<file path="config.mk">
export PLATFORM = sky130hd
export DESIGN_NAME = execute_stage
export DESIGN_NICKNAME = d
export VERILOG_FILES = /design/src/rtl/exec_pkg.sv /design/src/rtl/exec_alu.sv /design/src/rtl/execute_stage.sv
export SDC_FILE = /design/constraint.sdc
export NUM_CORES = 1
export LEC_CHECK = 0
export CAP_MARGIN = 20
export CORE_MARGIN = 5
export CORE_UTILIZATION = 45
export CTS_BUF_LIST = sky130_fd_sc_hd__clkbuf_16
export DETAILED_ROUTE_END_ITERATION = 10
export MAX_ROUTING_LAYER = met4
export PLACE_DENSITY = 0.78
export SKIP_CTS_REPAIR_TIMING = 1
export SYNTH_ARGS = -nofsm -noshare
export SYNTH_HDL_FRONTEND = slang
export SYNTH_SLANG_ARGS = --single-unit
</file>
<file path="constraint.sdc">
create_clock -name CLK -period 6.8 [get_ports CLK]
set_input_delay 1.36 -clock CLK [delete_from_list [all_inputs] [get_ports CLK]]
set_output_delay 1.36 -clock CLK [all_outputs]
set_load 0.1 [all_outputs]
</file>
<file path="src/rtl/exec_pkg.sv">
// exec_pkg -- shared types and constants for the execute stage.
//   alu_op_t     : ALUControlE encodings
//   cond_t       : ARM condition field encodings
//   fwd_sel_t    : ForwardAE/ForwardBE operand source selects
//   exec_state_t : multiply sequencer states (exposed on DbgStateE)
//   FLAG_*       : bit positions of N,Z,C,V inside FlagsQ
package exec_pkg;

  typedef enum logic [2:0] {
    ALU_ADD  = 3'b000,
    ALU_SUB  = 3'b001,
    ALU_AND  = 3'b010,
    ALU_ORR  = 3'b011,
    ALU_EOR  = 3'b100,
    ALU_MUL  = 3'b101,
    ALU_MOV  = 3'b110,
    ALU_ZERO = 3'b111
  } alu_op_t;

  typedef enum logic [3:0] {
    COND_EQ = 4'h0, COND_NE = 4'h1, COND_CS = 4'h2, COND_CC = 4'h3,
    COND_MI = 4'h4, COND_PL = 4'h5, COND_VS = 4'h6, COND_VC = 4'h7,
    COND_HI = 4'h8, COND_LS = 4'h9, COND_GE = 4'ha, COND_LT = 4'hb,
    COND_GT = 4'hc, COND_LE = 4'hd, COND_AL = 4'he, COND_NV = 4'hf
  } cond_t;

  typedef enum logic [1:0] {
    FWD_RD     = 2'b00,
    FWD_WB     = 2'b01,
    FWD_MEM    = 2'b10,
    FWD_RD_ALT = 2'b11
  } fwd_sel_t;

  typedef enum logic {
    ST_IDLE = 1'b0,
    ST_BUSY = 1'b1
  } exec_state_t;

  localparam int FLAG_N = 3;
  localparam int FLAG_Z = 2;
  localparam int FLAG_C = 1;
  localparam int FLAG_V = 0;

endpackage

</file>
<file path="src/rtl/exec_alu.sv">
// exec_alu -- combinational ALU with N,Z,C,V generation.
//   i_a, i_b      : operands (SrcA, SrcB)
//   i_op          : alu_op_t select
//   i_mul_prod    : result presented for the MUL op (product or zero)
//   o_result      : ALU result
//   o_n, o_z      : sign / zero of o_result
//   o_c, o_v      : carry / signed overflow (ADD, SUB only)
//   o_cv_upd      : 1 when the op is allowed to change C,V
module exec_alu
  import exec_pkg::*;
#(
  parameter int BITS = 32
) (
  input  logic [BITS-1:0] i_a,
  input  logic [BITS-1:0] i_b,
  input  logic [2:0]      i_op,
  input  logic [BITS-1:0] i_mul_prod,
  output logic [BITS-1:0] o_result,
  output logic            o_n,
  output logic            o_z,
  output logic            o_c,
  output logic            o_v,
  output logic            o_cv_upd
);

  logic [BITS:0]   w_sum;
  logic [BITS-1:0] w_result;

  always_comb begin
    w_sum    = '0;
    w_result = '0;
    o_c      = 1'b0;
    o_v      = 1'b0;
    o_cv_upd = 1'b0;
    case (alu_op_t'(i_op))
      ALU_ADD: begin
        w_sum    = {1'b0, i_a} + {1'b0, i_b};
        w_result = w_sum[BITS-1:0];
        o_c      = w_sum[BITS];
        o_v      = (i_a[BITS-1] == i_b[BITS-1]) && (w_result[BITS-1] != i_a[BITS-1]);
        o_cv_upd = 1'b1;
      end
      ALU_SUB: begin
        // a + ~b + 1: carry out set means no borrow.
        w_sum    = {1'b0, i_a} + {1'b0, ~i_b} + {{BITS{1'b0}}, 1'b1};
        w_result = w_sum[BITS-1:0];
        o_c      = w_sum[BITS];
        o_v      = (i_a[BITS-1] != i_b[BITS-1]) && (w_result[BITS-1] != i_a[BITS-1]);
        o_cv_upd = 1'b1;
      end
      ALU_AND: w_result = i_a & i_b;
      ALU_ORR: w_result = i_a | i_b;
      ALU_EOR: w_result = i_a ^ i_b;
      ALU_MUL: w_result = i_mul_prod;
      ALU_MOV: w_result = i_b;
      default: w_result = '0;
    endcase
  end

  assign o_result = w_result;
  assign o_n      = w_result[BITS-1];
  assign o_z      = (w_result == '0);

endmodule

</file>
<file path="src/rtl/execute_stage.sv">
// execute_stage -- pipeline execute stage with forwarding, condition
// evaluation, NZCV flag register and the execute/memory pipeline register.
// Optional feature macro: EXEC_MUL_EN (two-cycle multiply sequencer).
//   Inputs : CLK, RST_N, RD1E/RD2E/ExtImmE operands, ALUControlE, controls
//            (ALUSrcE, RegWriteE, MemtoRegE, MemWriteE, BranchE, PCSrcE,
//            NoWriteE, FlagWriteE), CondE, WA3E, ForwardAE/BE, ResultW.
//   Outputs: ALUResultM, WriteDataM, WA3M, RegWriteM, MemtoRegM, MemWriteM
//            (registered); PCSrcCondE, BranchTakenE, BranchTargetE
//            (combinational); FlagsQ; StallE; DbgStateE (sequencer state).
// Stall handshake: StallE is a combinational request valid in the cycle a
// conditional MUL is accepted from IDLE; the upstream register must hold
// its contents for that cycle, so the same instruction is presented again
// in BUSY, where it completes and StallE is low.
module execute_stage
  import exec_pkg::*;
#(
  parameter int BITS = 32
) (
  input  logic            CLK,
  input  logic            RST_N,
  input  logic [BITS-1:0] RD1E,
  input  logic [BITS-1:0] RD2E,
  input  logic [BITS-1:0] ExtImmE,
  input  logic [2:0]      ALUControlE,
  input  logic            ALUSrcE,
  input  logic            RegWriteE,
  input  logic            MemtoRegE,
  input  logic            MemWriteE,
  input  logic            BranchE,
  input  logic            PCSrcE,
  input  logic            NoWriteE,
  input  logic [1:0]      FlagWriteE,
  input  logic [3:0]      CondE,
  input  logic [3:0]      WA3E,
  input  logic [1:0]      ForwardAE,
  input  logic [1:0]      ForwardBE,
  input  logic [BITS-1:0] ResultW,
  output logic [BITS-1:0] ALUResultM,
  output logic [BITS-1:0] WriteDataM,
  output logic            RegWriteM,
  output logic            MemtoRegM,
  output logic            MemWriteM,
  output logic [3:0]      WA3M,
  output logic            PCSrcCondE,
  output logic            BranchTakenE,
  output logic [BITS-1:0] BranchTargetE,
  output logic [3:0]      FlagsQ,
  output logic            StallE,
  output exec_state_t     DbgStateE
);

  logic [BITS-1:0] w_src_a;
  logic [BITS-1:0] w_src_b;
  logic [BITS-1:0] w_store;
  logic [BITS-1:0] w_alu_result;
  logic [BITS-1:0] w_mul_prod;
  logic            w_alu_n, w_alu_z, w_alu_c, w_alu_v, w_cv_upd;
  logic            w_cond_ex;
  logic            w_mul_start;
  logic            w_n, w_z, w_c, w_v;

  // Operand forwarding; ALUResultM is this stage's own output register.
  always_comb begin
    case (fwd_sel_t'(ForwardAE))
      FWD_WB:  w_src_a = ResultW;
      FWD_MEM: w_src_a = ALUResultM;
      default: w_src_a = RD1E;
    endcase
    case (fwd_sel_t'(ForwardBE))
      FWD_WB:  w_store = ResultW;
      FWD_MEM: w_store = ALUResultM;
      default: w_store = RD2E;
    endcase
    w_src_b = ALUSrcE ? ExtImmE : w_store;
  end

  assign w_n = FlagsQ[FLAG_N];
  assign w_z = FlagsQ[FLAG_Z];
  assign w_c = FlagsQ[FLAG_C];
  assign w_v = FlagsQ[FLAG_V];

  always_comb begin
    case (cond_t'(CondE))
      COND_EQ: w_cond_ex = w_z;
      COND_NE: w_cond_ex = ~w_z;
      COND_CS: w_cond_ex = w_c;
      COND_CC: w_cond_ex = ~w_c;
      COND_MI: w_cond_ex = w_n;
      COND_PL: w_cond_ex = ~w_n;
      COND_VS: w_cond_ex = w_v;
      COND_VC: w_cond_ex = ~w_v;
      COND_HI: w_cond_ex = w_c & ~w_z;
      COND_LS: w_cond_ex = ~w_c | w_z;
      COND_GE: w_cond_ex = (w_n == w_v);
      COND_LT: w_cond_ex = (w_n != w_v);
      COND_GT: w_cond_ex = ~w_z & (w_n == w_v);
      COND_LE: w_cond_ex = w_z | (w_n != w_v);
      COND_AL: w_cond_ex = 1'b1;
      default: w_cond_ex = 1'b0;
    endcase
  end

`ifdef EXEC_MUL_EN
  exec_state_t     r_state;
  logic [BITS-1:0] r_prod;
  logic [BITS-1:0] w_mul_lo;
  logic            w_busy;

  assign w_busy   = (r_state == ST_BUSY);
  assign w_mul_lo = w_src_a * w_src_b;
  // Gated by RST_N so no stall is requested while the stage is held in reset.
  assign w_mul_start = RST_N & ~w_busy & (ALUControlE == ALU_MUL) & w_cond_ex;
  // The product is captured in the stall cycle so a change of the forwarded
  // ALUResultM (now a bubble) cannot disturb it in BUSY.
  assign w_mul_prod = w_busy ? r_prod : '0;

  always_ff @(posedge CLK or negedge RST_N) begin
    if (!RST_N) begin
      r_state <= ST_IDLE;
      r_prod  <= '0;
    end else if (w_mul_start) begin
      r_state <= ST_BUSY;
      r_prod  <= w_mul_lo;
    end else if (w_busy) begin
      r_state <= ST_IDLE;
    end
  end

  assign DbgStateE = r_state;
`else
  assign w_mul_start = 1'b0;
  assign w_mul_prod  = '0;
  assign DbgStateE   = ST_IDLE;
`endif

  assign StallE = w_mul_start;

  exec_alu #(.BITS(BITS)) u_alu (
    .i_a        (w_src_a),
    .i_b        (w_src_b),
    .i_op       (ALUControlE),
    .i_mul_prod (w_mul_prod),
    .o_result   (w_alu_result),
    .o_n        (w_alu_n),
    .o_z        (w_alu_z),
    .o_c        (w_alu_c),
    .o_v        (w_alu_v),
    .o_cv_upd   (w_cv_upd)
  );

  assign BranchTargetE = w_alu_result;
  assign PCSrcCondE    = PCSrcE & w_cond_ex;
  assign BranchTakenE  = BranchE & w_cond_ex;

  // Execute/memory register; a starting multiply loads a bubble.
  always_ff @(posedge CLK or negedge RST_N) begin
    if (!RST_N) begin
      ALUResultM <= '0;
      WriteDataM <= '0;
      WA3M       <= '0;
      RegWriteM  <= 1'b0;
      MemtoRegM  <= 1'b0;
      MemWriteM  <= 1'b0;
    end else if (w_mul_start) begin
      ALUResultM <= '0;
      WriteDataM <= '0;
      WA3M       <= '0;
      RegWriteM  <= 1'b0;
      MemtoRegM  <= 1'b0;
      MemWriteM  <= 1'b0;
    end else begin
      ALUResultM <= w_alu_result;
      WriteDataM <= w_store;
      WA3M       <= WA3E;
      RegWriteM  <= RegWriteE & w_cond_ex & ~NoWriteE;
      MemtoRegM  <= MemtoRegE;
      MemWriteM  <= MemWriteE & w_cond_ex;
    end
  end

  // Flags change only for executed instructions, never in a stall cycle.
  always_ff @(posedge CLK or negedge RST_N) begin
    if (!RST_N) begin
      FlagsQ <= 4'b0000;
    end else if (w_cond_ex && !w_mul_start) begin
      if (FlagWriteE[1]) begin
        FlagsQ[FLAG_N] <= w_alu_n;
        FlagsQ[FLAG_Z] <= w_alu_z;
      end
      if (FlagWriteE[0] && w_cv_upd) begin
        FlagsQ[FLAG_C] <= w_alu_c;
        FlagsQ[FLAG_V] <= w_alu_v;
      end
    end
  end

endmodule

</file>
==> flow_summary.toml <==
[layout]
multi_input_area_um2 = 7511
layout_common_cells = "buf_4 (397), clkdlybuf4s50_1 (221), nand2_1 (133), inv_1 (121), nor2_1 (103)"
nets = 2165
syn2layout_area_growth_pct = 70.72
fill_cells = 1487
final_common_cell = "buf_4"
drive_gt1_frac = 0.3147
design_area_um2 = 16590
regArea_um2 = 1877

[sta]
worst_slack_ns = -0.1095
rsz0062_at_grt = "yes"
relSlewSlack = 0.2870
tightest_slew_ns = 1.067
min_period_over_period = 1.016
clock_skew_ns = 0.01397
hold_viol_final = 0
setup_viol = 4
drv_slew = 0
fmax_mhz = 144.7
min_period_ns = 6.909

[die]
die_area_um2 = 24630
initial_core_util = 0.4593
core.rowCount = 53
die_h_um = 156.9
core_area_um2 = 21150
io_pins = 265
die_w_um = 156.9

[yosys]
synth_cell_types = 92
synth.avg_cell_area_um2 = 7.406
ys_seq_area_frac = 0.1931
synth-edff-count = 0
ys.flop_type = "dfrtp_1"
netlist_area_um2 = 9717
ys_ff_latch = 75
synth-async-reset-ratio = 1.000
yosysWarnings = 0
synth_cells = 1312

[clock_tree]
cts_tree = "done"
clock_latency_ns = 0.35
root_buffer = "clkbuf_16"
htreeDepth = 3
clk_pin_slew_worst_paths_ns = 0.07
clock_path_buffers = 2
cts_sinks = 75
cts_buffers = 9

[detailed_routing]
wirelength_mm = 54.41
vias_per_cell = 6.297
drt_iter0_markers = 1901
drcViolationCount = 0
drt-pass1-iter-count = 6
wl_per_cell_um = 24.85
ant_nets = 0
via_count = 13790

[placement]
hpwl_mm = 41.93
gp_congestion = 1.057
io_buffers = 262
dpl_cell_area_um2 = 15570
dp_slack_ns = -0.7379

[worst_setup_path]
crit_path_start_kind = "input pin"
cp_max_fo = 8
cpMaxStageDelayCell = "or4_1"
crit_path_max_incr_delay_ns = 0.45
arrival_ns = 5.55
path_common_cell = "buf_4"
critPathKind = "in -> out"
cp.required_ns = 5.44
cp-end-kind = "primary output"
crit_chain = "clkbuf_2 > inv_1 > ha_4 > buf_4 > a22oi_1 > o21ai_0 > mux2i_2 > buf_4 > ha_1 > nor2_2 > o21ai_4 > a311oi_4 > buf_4 > o31ai_4 > a21oi_4 > a311oi_2 > buf_4 > or4_1 > nand3_2 > buf_12"

[power]
internal-power_mw = 2.119
combPwrFrac = 0.770
leakage_nw = 7.613
switching_share = 0.5511
ir_worst_vdd_uv = 233.2
clkPwrFrac = 0.098
p_seq_frac = 0.132
p_per_area_nw_per_um2 = 284.5
switching_power_mw = 2.601

[global_route]
antenna_found_initial = 2
first_global_vias = 12660
grt_max_degree = 76
grt_use_total = 0.4126
grt_first_pass_wirelength_mm = 75.59
globalRoute.totalOverflow = 0

[outcome]
status = "complete, but fails checks"
violations = "setup timing"

[flow_run]
max_cap_violations = 0

[worst_hold_path]
hold_class = "reg -> reg"
## worst paths after layout
path	from	slack [ns]	cells past startpoint	end
worst max register to register	ALUResultM[0]$_DFF_PN0_	1.37	21	FlagsQ[2]$_DFFE_PN0P_
worst max-delay path	ForwardBE[1]	-0.11	20	BranchTargetE[28]
max in group asynchronous	RST_N	4.96	1	ALUResultM[18]$_DFF_PN0_
worst min register to register	ALUResultM[8]$_DFF_PN0_	0.67	2	WriteDataM[8]$_DFF_PN0_
worst min-delay path	ALUResultM[8]$_DFF_PN0_	0.67	2	WriteDataM[8]$_DFF_PN0_
min in group asynchronous	RST_N	1.17	1	MemtoRegM$_DFF_PN0_
## state kept, by name, summed over array words and instances, names as in the netlist
signal,count
WA3M,4
FlagsQ,4
MemtoRegM,1
RegWriteM,1
MemWriteM,1
ALUResultM,32
WriteDataM,32
## kinds of logic (layout without fill, tap and decap cells)
group / after synthesis / count (layout) / share of synthesized area
flip-flops: 75 / 75 / 0.1931
buffers and inverters: 211 / 811 / 0.09400
AO/OA/AOI/OAI: 503 / 503 / 0.3532
adder cells (fa/ha/maj): 103 / 103 / 0.1342
AND/OR/NAND/NOR: 376 / 376 / 0.1818
other: 1 / 4 / 0.0003859
multiplexers: 26 / 26 / 0.02794
XOR/XNOR: 17 / 17 / 0.01532
## worst max-delay path, delay by kind of cell
kind | cells | cell delay, ns
AOI/OAI and AO/OA | 7 | 1.52
adders and majority gates | 2 | 0.56
buffers and inverters | 7 | 1.13
muxes | 1 | 0.14
and+or+nand+nor | 3 | 0.84
## metrics by stage
step	util	instances	hold WS [ns]	TNS (ns)	total power, mW
detailed placement	0.7363	2147	0.6096	-7.805	4.008
global route	0.7841	2189	0.6861	-1.008	4.879
global placement	0.7363	2147	0.5892	-6.363	3.971
finish	0.7842	2190	0.6740	-0.2776	4.720
CTS	0.7493	2163	0.6225	-8.026	4.472
floorplan	-	1313	1.025	-0.4176	2.587
## cell usage after synthesis (all sizes together) (18+ instances only)
master	number	area [um^2]
a211oi	23	177.7
a21oi	103	523.0
a22oi	43	322.8
a31oi	18	118.9
buf	42	279.0
clkbuf	43	161.4
dfrtp	75	1877
ha	101	1264
inv	124	465.5
nand2	134	503.0
nor2	108	410.4
nor2b	19	121.4
nor3	23	126.4
o211ai	23	182.7
o21ai	128	659.4
## power by group through the flow
| stage | Sequential (mW) | Combinational [mW] | Clock, mW |
|---|---|---|---|
| finish | 0.624 | 3.63 | 0.462 |
| global route | 0.628 | 3.77 | 0.481 |
| CTS | 0.610 | 3.41 | 0.455 |
| detailed placement | 0.618 | 3.39 | 0 |
| global placement | 0.614 | 3.36 | 0 |
| floorplan | 1.23 | 1.36 | 0 |
## layout make-up
class,count,area share
Sequential cell,75,0.1131
Clock inverter,7,0.003092
Antenna cell,2,0.0003017
Clock buffer,9,0.01358
Inverter,126,0.02889
Timing Repair Buffer,669,0.3675
Tap cell,275,0.02074
Multi-Input combinational cell,1027,0.4528
## layer usage
metal  part of all wire  global-route usage  vias to the layer above
li1                   -                   -                     5967
met1               0.38              0.5495                     6435
met2               0.42              0.6012                     1202
met3               0.15              0.1375                      186
met4              0.041              0.1120                        0
met5                  0                   -                        -
(Power assumes the default switching activity.)
==> RTL edit 1: new RTL, same settings <==
Register the output `FlagsQ` once more, cleared by the reset; this adds one clock of latency there. The other outputs are not delayed to match. Comments in the files are not updated.
--- a/src/rtl/execute_stage.sv
+++ b/src/rtl/execute_stage.sv
@@ -51,2 +51,4 @@
 
+  logic [3:0] FlagsQ_s0;
+
   logic [BITS-1:0] w_src_a;
@@ -76,6 +78,6 @@
 
-  assign w_n = FlagsQ[FLAG_N];
-  assign w_z = FlagsQ[FLAG_Z];
-  assign w_c = FlagsQ[FLAG_C];
-  assign w_v = FlagsQ[FLAG_V];
+  assign w_n = FlagsQ_s0[FLAG_N];
+  assign w_z = FlagsQ_s0[FLAG_Z];
+  assign w_c = FlagsQ_s0[FLAG_C];
+  assign w_v = FlagsQ_s0[FLAG_V];
 
@@ -183,11 +185,11 @@
     if (!RST_N) begin
-      FlagsQ <= 4'b0000;
+      FlagsQ_s0 <= 4'b0000;
     end else if (w_cond_ex && !w_mul_start) begin
       if (FlagWriteE[1]) begin
-        FlagsQ[FLAG_N] <= w_alu_n;
-        FlagsQ[FLAG_Z] <= w_alu_z;
+        FlagsQ_s0[FLAG_N] <= w_alu_n;
+        FlagsQ_s0[FLAG_Z] <= w_alu_z;
       end
       if (FlagWriteE[0] && w_cv_upd) begin
-        FlagsQ[FLAG_C] <= w_alu_c;
-        FlagsQ[FLAG_V] <= w_alu_v;
+        FlagsQ_s0[FLAG_C] <= w_alu_c;
+        FlagsQ_s0[FLAG_V] <= w_alu_v;
       end
@@ -196,2 +198,10 @@
 
+  always_ff @(posedge CLK or negedge RST_N) begin
+    if (!RST_N) begin
+      FlagsQ <= '0;
+    end else begin
+      FlagsQ <= FlagsQ_s0;
+    end
+  end
+
 endmodule
Behaviour: not the same (a bounded check fails within 4 cycles, from zero or initial values and one cycle with RST_N low).
==> RTL edit 1 against the original RTL <==
  * The flow still finishes with violations (setup timing)
  * Count of clock-buffer cells in the layout stayed put
  * Area after synthesis is 3.4% higher
  * Routed wire length is 4.9% higher
  * Largest cell class unchanged
  * Worst setup slack better by 0.0041 ns
  * First-iteration DRC count is 12% higher
  * Synthesized cell count is 3.0% higher
  * Power is 8.5% higher
  * Cell area is 3.3% higher
  * Sequential cell count is 4 higher
  * Register-to-register slack better by 0.45 ns
  * Critical path depth stayed put
==> RTL edit 1: results (changes against the original RTL) <==
* Outcome: complete, but fails checks
* Failing checks: setup timing
* Reg2reg start: ALUResultM[3]
* Fin cells at 2247 (+2.6%)
* Gpl congestion at 1.09 (+3.6%)
* R2R cell count at 23 (+9.5%)
* Hold Path Origin: FlagsQ_s0[1]
* Number of DRC markers in iteration 0 at 2133 (+12%)
* CP startpoint: ForwardBE[1]
* Register-to-Register Setup Slack at 1.82 ns (+0.45 ns)
* Synth cell count leaders: nand2_1 (140), inv_1 (118), nor2_1 (110)
* Syn avg cell area at 7.43 um2 (+0.38%)
* # fillers at 1509 (+1.5%)
* Initial antenna violation count at 1 (-1)
* Via Count at 14500 (+5.4%)
* Crit path largest cell delay at 0.43 ns (-0.02 ns)
* Final net count at 2218 (+2.4%)
* First-pass GRT wire length at 78.9 mm (+4.4%)
* Share of layout cells above drive strength 1 at 32.0% (+0.58 points)
* Cts bufs inserted at 9 (unchanged)
* Final setup fails at 3 (-1)
* Hold depth at 0 (-2)
* Seq/Total Area, Yosys at 19.7% (+0.35 points)
* Clock latency on the worst-skew pair at 0.35 ns (about the same)
* ANT nets after route at 0 (unchanged)
* Fin Hold WS at 0.433 ns (-0.241 ns)
* Synth unique cells at 101 (+9.8%)
* Number of global-route vias before repair at 13200 (+4.2%)
* DR pass1 iterations at 9 (+3)
* CP Data Arrival Time at 5.55 ns (about the same)
* CP endpoint: BranchTargetE[31]
* WL per Instance at 25.4 um (+2.2%)
* VDD IR-drop max at 0.197 mV (-15%)
* Dpl hpwl at 43.4 mm (+3.4%)
* Switch share at 55.7% (+0.61 points)
* FF-to-FF End: FlagsQ_s0[2]
* Number of port buffers at 262 (unchanged)
* Post-route worst setup slack at -0.105 ns (+0.00412 ns)
* Largest net degree at the start of global routing at 80 (+5.3%)
* Worst-path fanout max at 19 (+11)
* Leakage at 7.82 nW (+2.7%)
* Worst Clk Skew at 0.00972 ns (-0.00425 ns)
* Setup TNS at -0.158 ns (+0.120 ns)
* Min-Delay Endpoint: FlagsQ[1]
* Global Route Usage Sum at 40.4% (-0.82 points)
* Slowest CP cell: or3b_1
* Top cells by area, synth: dfrtp_1 (20%), ha_1 (13%), o21ai_0 (5.4%)
* Setup WS pre-CTS at -0.411 ns (+0.327 ns)
* Maximum clock insertion buffer count at 2 (unchanged)
* Post-DP Area at 0.0161 mm2 (+3.3%)
* Slew @ Worst Pin at 1.08 ns (+0.00873 ns)
RTL edit 1: cell types whose count changed after synthesis, sizes merged, moves of 6 or more:
cell   unedited run  this run
or3              11         5
nand3            13        25
o22ai            17        10
o21a              6        13
nand2           134       140
RTL edit 1: layout make-up:
type | instances | area, um2 | share of cell area (%)
clock inverters | 7 | 56.3 | 0.329
clock buffers | 9 | 225 | 1.31
repair buffers | 688 | 6290 | 36.8
flip-flops and latches | 79 | 1980 | 11.5
well taps | 280 | 350 | 2.05
multi-input cells | 1057 | 7750 | 45.2
inverters | 126 | 475 | 2.78
diodes | 1 | 2.50 | 0.0146
RTL edit 1: kinds of logic after synthesis:
| group | after synthesis | share of synthesized area, % |
|---|---|---|
| fa+ha+maj | 103 | 13.0 |
| compound gates | 499 | 34.4 |
| other cells | 1 | 0.0373 |
| xor+xnor | 13 | 1.13 |
| flops | 79 | 19.7 |
| buf+inv | 217 | 9.04 |
| simple gates | 415 | 20.1 |
| mux | 25 | 2.69 |
RTL edit 1: layer usage:
layer  track usage, %  vias to the layer above  share of wire (%)
met5                -                        -                  0
met4             15.7                        0                5.8
met1             53.4                     6804                 37
li1                 -                     6147                  -
met2             58.8                     1300                 42
met3             11.2                      284                 14
RTL edit 1: worst max-delay path, delay by kind of cell:
family          cells  cell delay (ns)
simple gates        2             0.66
buf+inv             5             0.80
compound gates      9             1.75
mux                 2             0.56
fa+ha+maj           2             0.40
RTL edit 1: power groups by stage:
stage	Combinational [W]	Clock (W)	Sequential, W
final	0.00397	0.000474	0.000673
after floorplan	0.00146	0	0.00134
after CTS	0.00371	0.000468	0.000658
after detailed placement	0.00369	0	0.000666
after global routing	0.00409	0.000492	0.000678
after global placement	0.00365	0	0.000665
==> RTL edit 2: new RTL, same flow settings <==
Made on the original files. `BITS` is set to 32 in 2 places; all go to 16.
--- a/src/rtl/exec_alu.sv
+++ b/src/rtl/exec_alu.sv
@@ -11,3 +11,3 @@
 #(
-  parameter int BITS = 32
+  parameter int BITS = 16
 ) (
--- a/src/rtl/execute_stage.sv
+++ b/src/rtl/execute_stage.sv
@@ -16,3 +16,3 @@
 #(
-  parameter int BITS = 32
+  parameter int BITS = 16
 ) (
Interface: changed (7 resized); port bits go from 265 to 153. No check against the original RTL was run, so the function may have changed too.
==> RTL edit 2 against the original RTL <==
  * Core utilization fell by 9.2 points
  * Power fell by 56%
  * Worst setup slack improved by 0.21 ns
  * Sequential cell count fell by 32
  * Area after synthesis fell by 49%
  * Routed wire length fell by 62%
  * Clock power fell by 49%
  * Highest routed layer unchanged
  * Critical path type unchanged
  * Clock skew fell by 0.0087 ns
  * Global-route usage fell by 10 points
  * Sequential power fell by 46%
  * Cell area fell by 55%
  * Combinational power fell by 58%
  * Worst hold slack got worse by 0.096 ns
==> RTL edit 2: results (changes against the original RTL) <==
* Outcome: finished clean
* Largest net degree at the start of global routing at 44 (-42%)
* Share of layout cells above drive strength 1 at 17.2% (-14 points)
* Clock latency on the worst-skew pair at 0.29 ns (-0.06 ns)
* WL per Instance at 20.8 um (-16%)
* Register-to-Register Setup Slack at 2.42 ns (+1.05 ns)
* Initial antenna violation count at 0 (-2)
* Cts bufs inserted at 5 (-4)
* Final net count at 987 (-54%)
* XOR/XNOR Fraction of Synth Area at 1.23% (-0.30 points)
* Synth cell count leaders: inv_1 (65), nand2_1 (64), ha_1 (54)
* CP endpoint: BranchTargetE[15]
* VDD IR-drop max at 0.207 mV (-11%)
* DR pass1 iterations at 5 (-1)
* Number of port buffers at 150 (-43%)
* R2R cell count at 17 (-19%)
* CP Data Arrival Time at 5.34 ns (-0.21 ns)
* Seq/Total Area, Yosys at 21.6% (+2.3 points)
* Adder-Cell Fraction of Synth Area at 14.4% (+0.95 points)
* Global Route Usage Sum at 31.3% (-10 points)
* Setup WS pre-CTS at -0.0894 ns (+0.648 ns)
* Post-DP Area at 0.00728 mm2 (-53%)
* Top cells by area, synth: dfrtp_1 (22%), ha_1 (14%), inv_1 (4.9%)
* Compound-Gate Fraction of Synth Area at 33.5% (-1.9 points)
* CP startpoint: ForwardBE[1]
* Number of DRC markers in iteration 0 at 689 (-64%)
* Number of global-route vias before repair at 5836 (-54%)
* Gpl congestion at 0.982 (-7.0%)
* # H-tree levels at 2 (-1)
* Clk slew on worst S/H paths at 0.06 ns
* Slew @ Worst Pin at 1.02 ns (-0.0490 ns)
* Synth unique cells at 79 (-14%)
* Async SR Flop Fraction at 100% (unchanged)
* Leakage at 3.39 nW (-55%)
* Final Cycle Share at 98.5% (-3.1 points)
* Hold Path Class: register to register
* First-pass GRT wire length at 31.6 mm (-58%)
* Maximum clock insertion buffer count at 2 (unchanged)
* Avg Vias per Cell at 5.97 (-5.3%)
* Post-synthesis mux area share at 3.79% (+1.0 points)
* Dpl hpwl at 16.5 mm (-61%)
* Antenna diode count at 0 (-2)
* Largest regs: ALUResultM x16, WriteDataM x16
* Worst Clk Skew at 0.00522 ns (-0.00874 ns)
* Worst-path fanout max at 14 (+6)
-- RTL edit 2: cell types whose count changed after synthesis, moves of 14 or more --
| cell | change |
|---|---|
| nand2_1 | -70 |
| o211ai_1 | -14 |
| clkbuf_1 | -18 |
| a21oi_1 | -67 |
| a22oi_1 | -20 |
| nor2_1 | -68 |
| a211oi_1 | -15 |
| ha_1 | -47 |
| o21ai_0 | -83 |
| inv_1 | -57 |
| dfrtp_1 | -32 |
-- RTL edit 2: power by group --
part / switching (W) / internal [W]
Combinational: 0.00100 / 0.000511
Sequential: 0.0000355 / 0.000300
Clock: 0.0000993 / 0.000135
-- RTL edit 2: final cells by class --
| type | instances | area (um2) |
|---|---|---|
| clock buffers | 5 | 125 |
| clock inverters | 3 | 20.0 |
| fillers | 867 | 3340 |
| inverters | 68 | 255 |
| multi-input cells | 486 | 3520 |
| flip-flops and latches | 43 | 1080 |
| well taps | 140 | 175 |
| repair buffers | 237 | 2330 |
-- RTL edit 2: worst min-delay path by stage --
stage               cells after the start  slack [ns]       from   endpoint
floorplan                               2        0.98  FlagsQ[1]  FlagsQ[1]
global placement                        2        0.53  FlagsQ[1]  FlagsQ[1]
detailed placement                      2        0.56  FlagsQ[1]  FlagsQ[1]
CTS                                     2        0.57  FlagsQ[1]  FlagsQ[1]
global route                            2        0.64  FlagsQ[1]  FlagsQ[1]
finish                                  2        0.58  FlagsQ[1]  FlagsQ[1]
-- RTL edit 2: worst max-delay path: stages --
cell,delay [ns]
clkdlybuf4s50_1,0.52
inv_1,0.06
ha_1,0.21
buf_4,0.20
a22oi_1,0.18
o21ai_1,0.12
mux2_2,0.34
inv_1,0.10
ha_1,0.30
nor3_1,0.18
o21ai_1,0.17
a2111oi_4,0.43
o41ai_2,0.16
a21oi_2,0.17
nand2_1,0.08
mux2_2,0.30
o21ai_2,0.23
buf_12,0.21
-- RTL edit 2: logic make-up after synthesis --
group	after synthesis
AO/OA/AOI/OAI	233
AND/OR/NAND/NOR	170
buffers and inverters	112
adder cells (fa/ha/maj)	56
flip-flops	43
multiplexers	18
XOR/XNOR	7
other	1
-- RTL edit 2: metrics by stage --
| stage | instances | hold WS (ns) |
|---|---|---|
| after global routing | 982 | 0.637 |
| after CTS | 981 | 0.574 |
| after detailed placement | 973 | 0.562 |
| after floorplan | 641 | 0.977 |
| after global placement | 973 | 0.530 |
| final | 982 | 0.578 |
-- RTL edit 2: layer usage --
metal  routed length [um]  track usage, %
met5                    0               -
met2                 9500            50.9
met1                 8270            39.7
met4                  578            9.78
met3                 2100            5.21
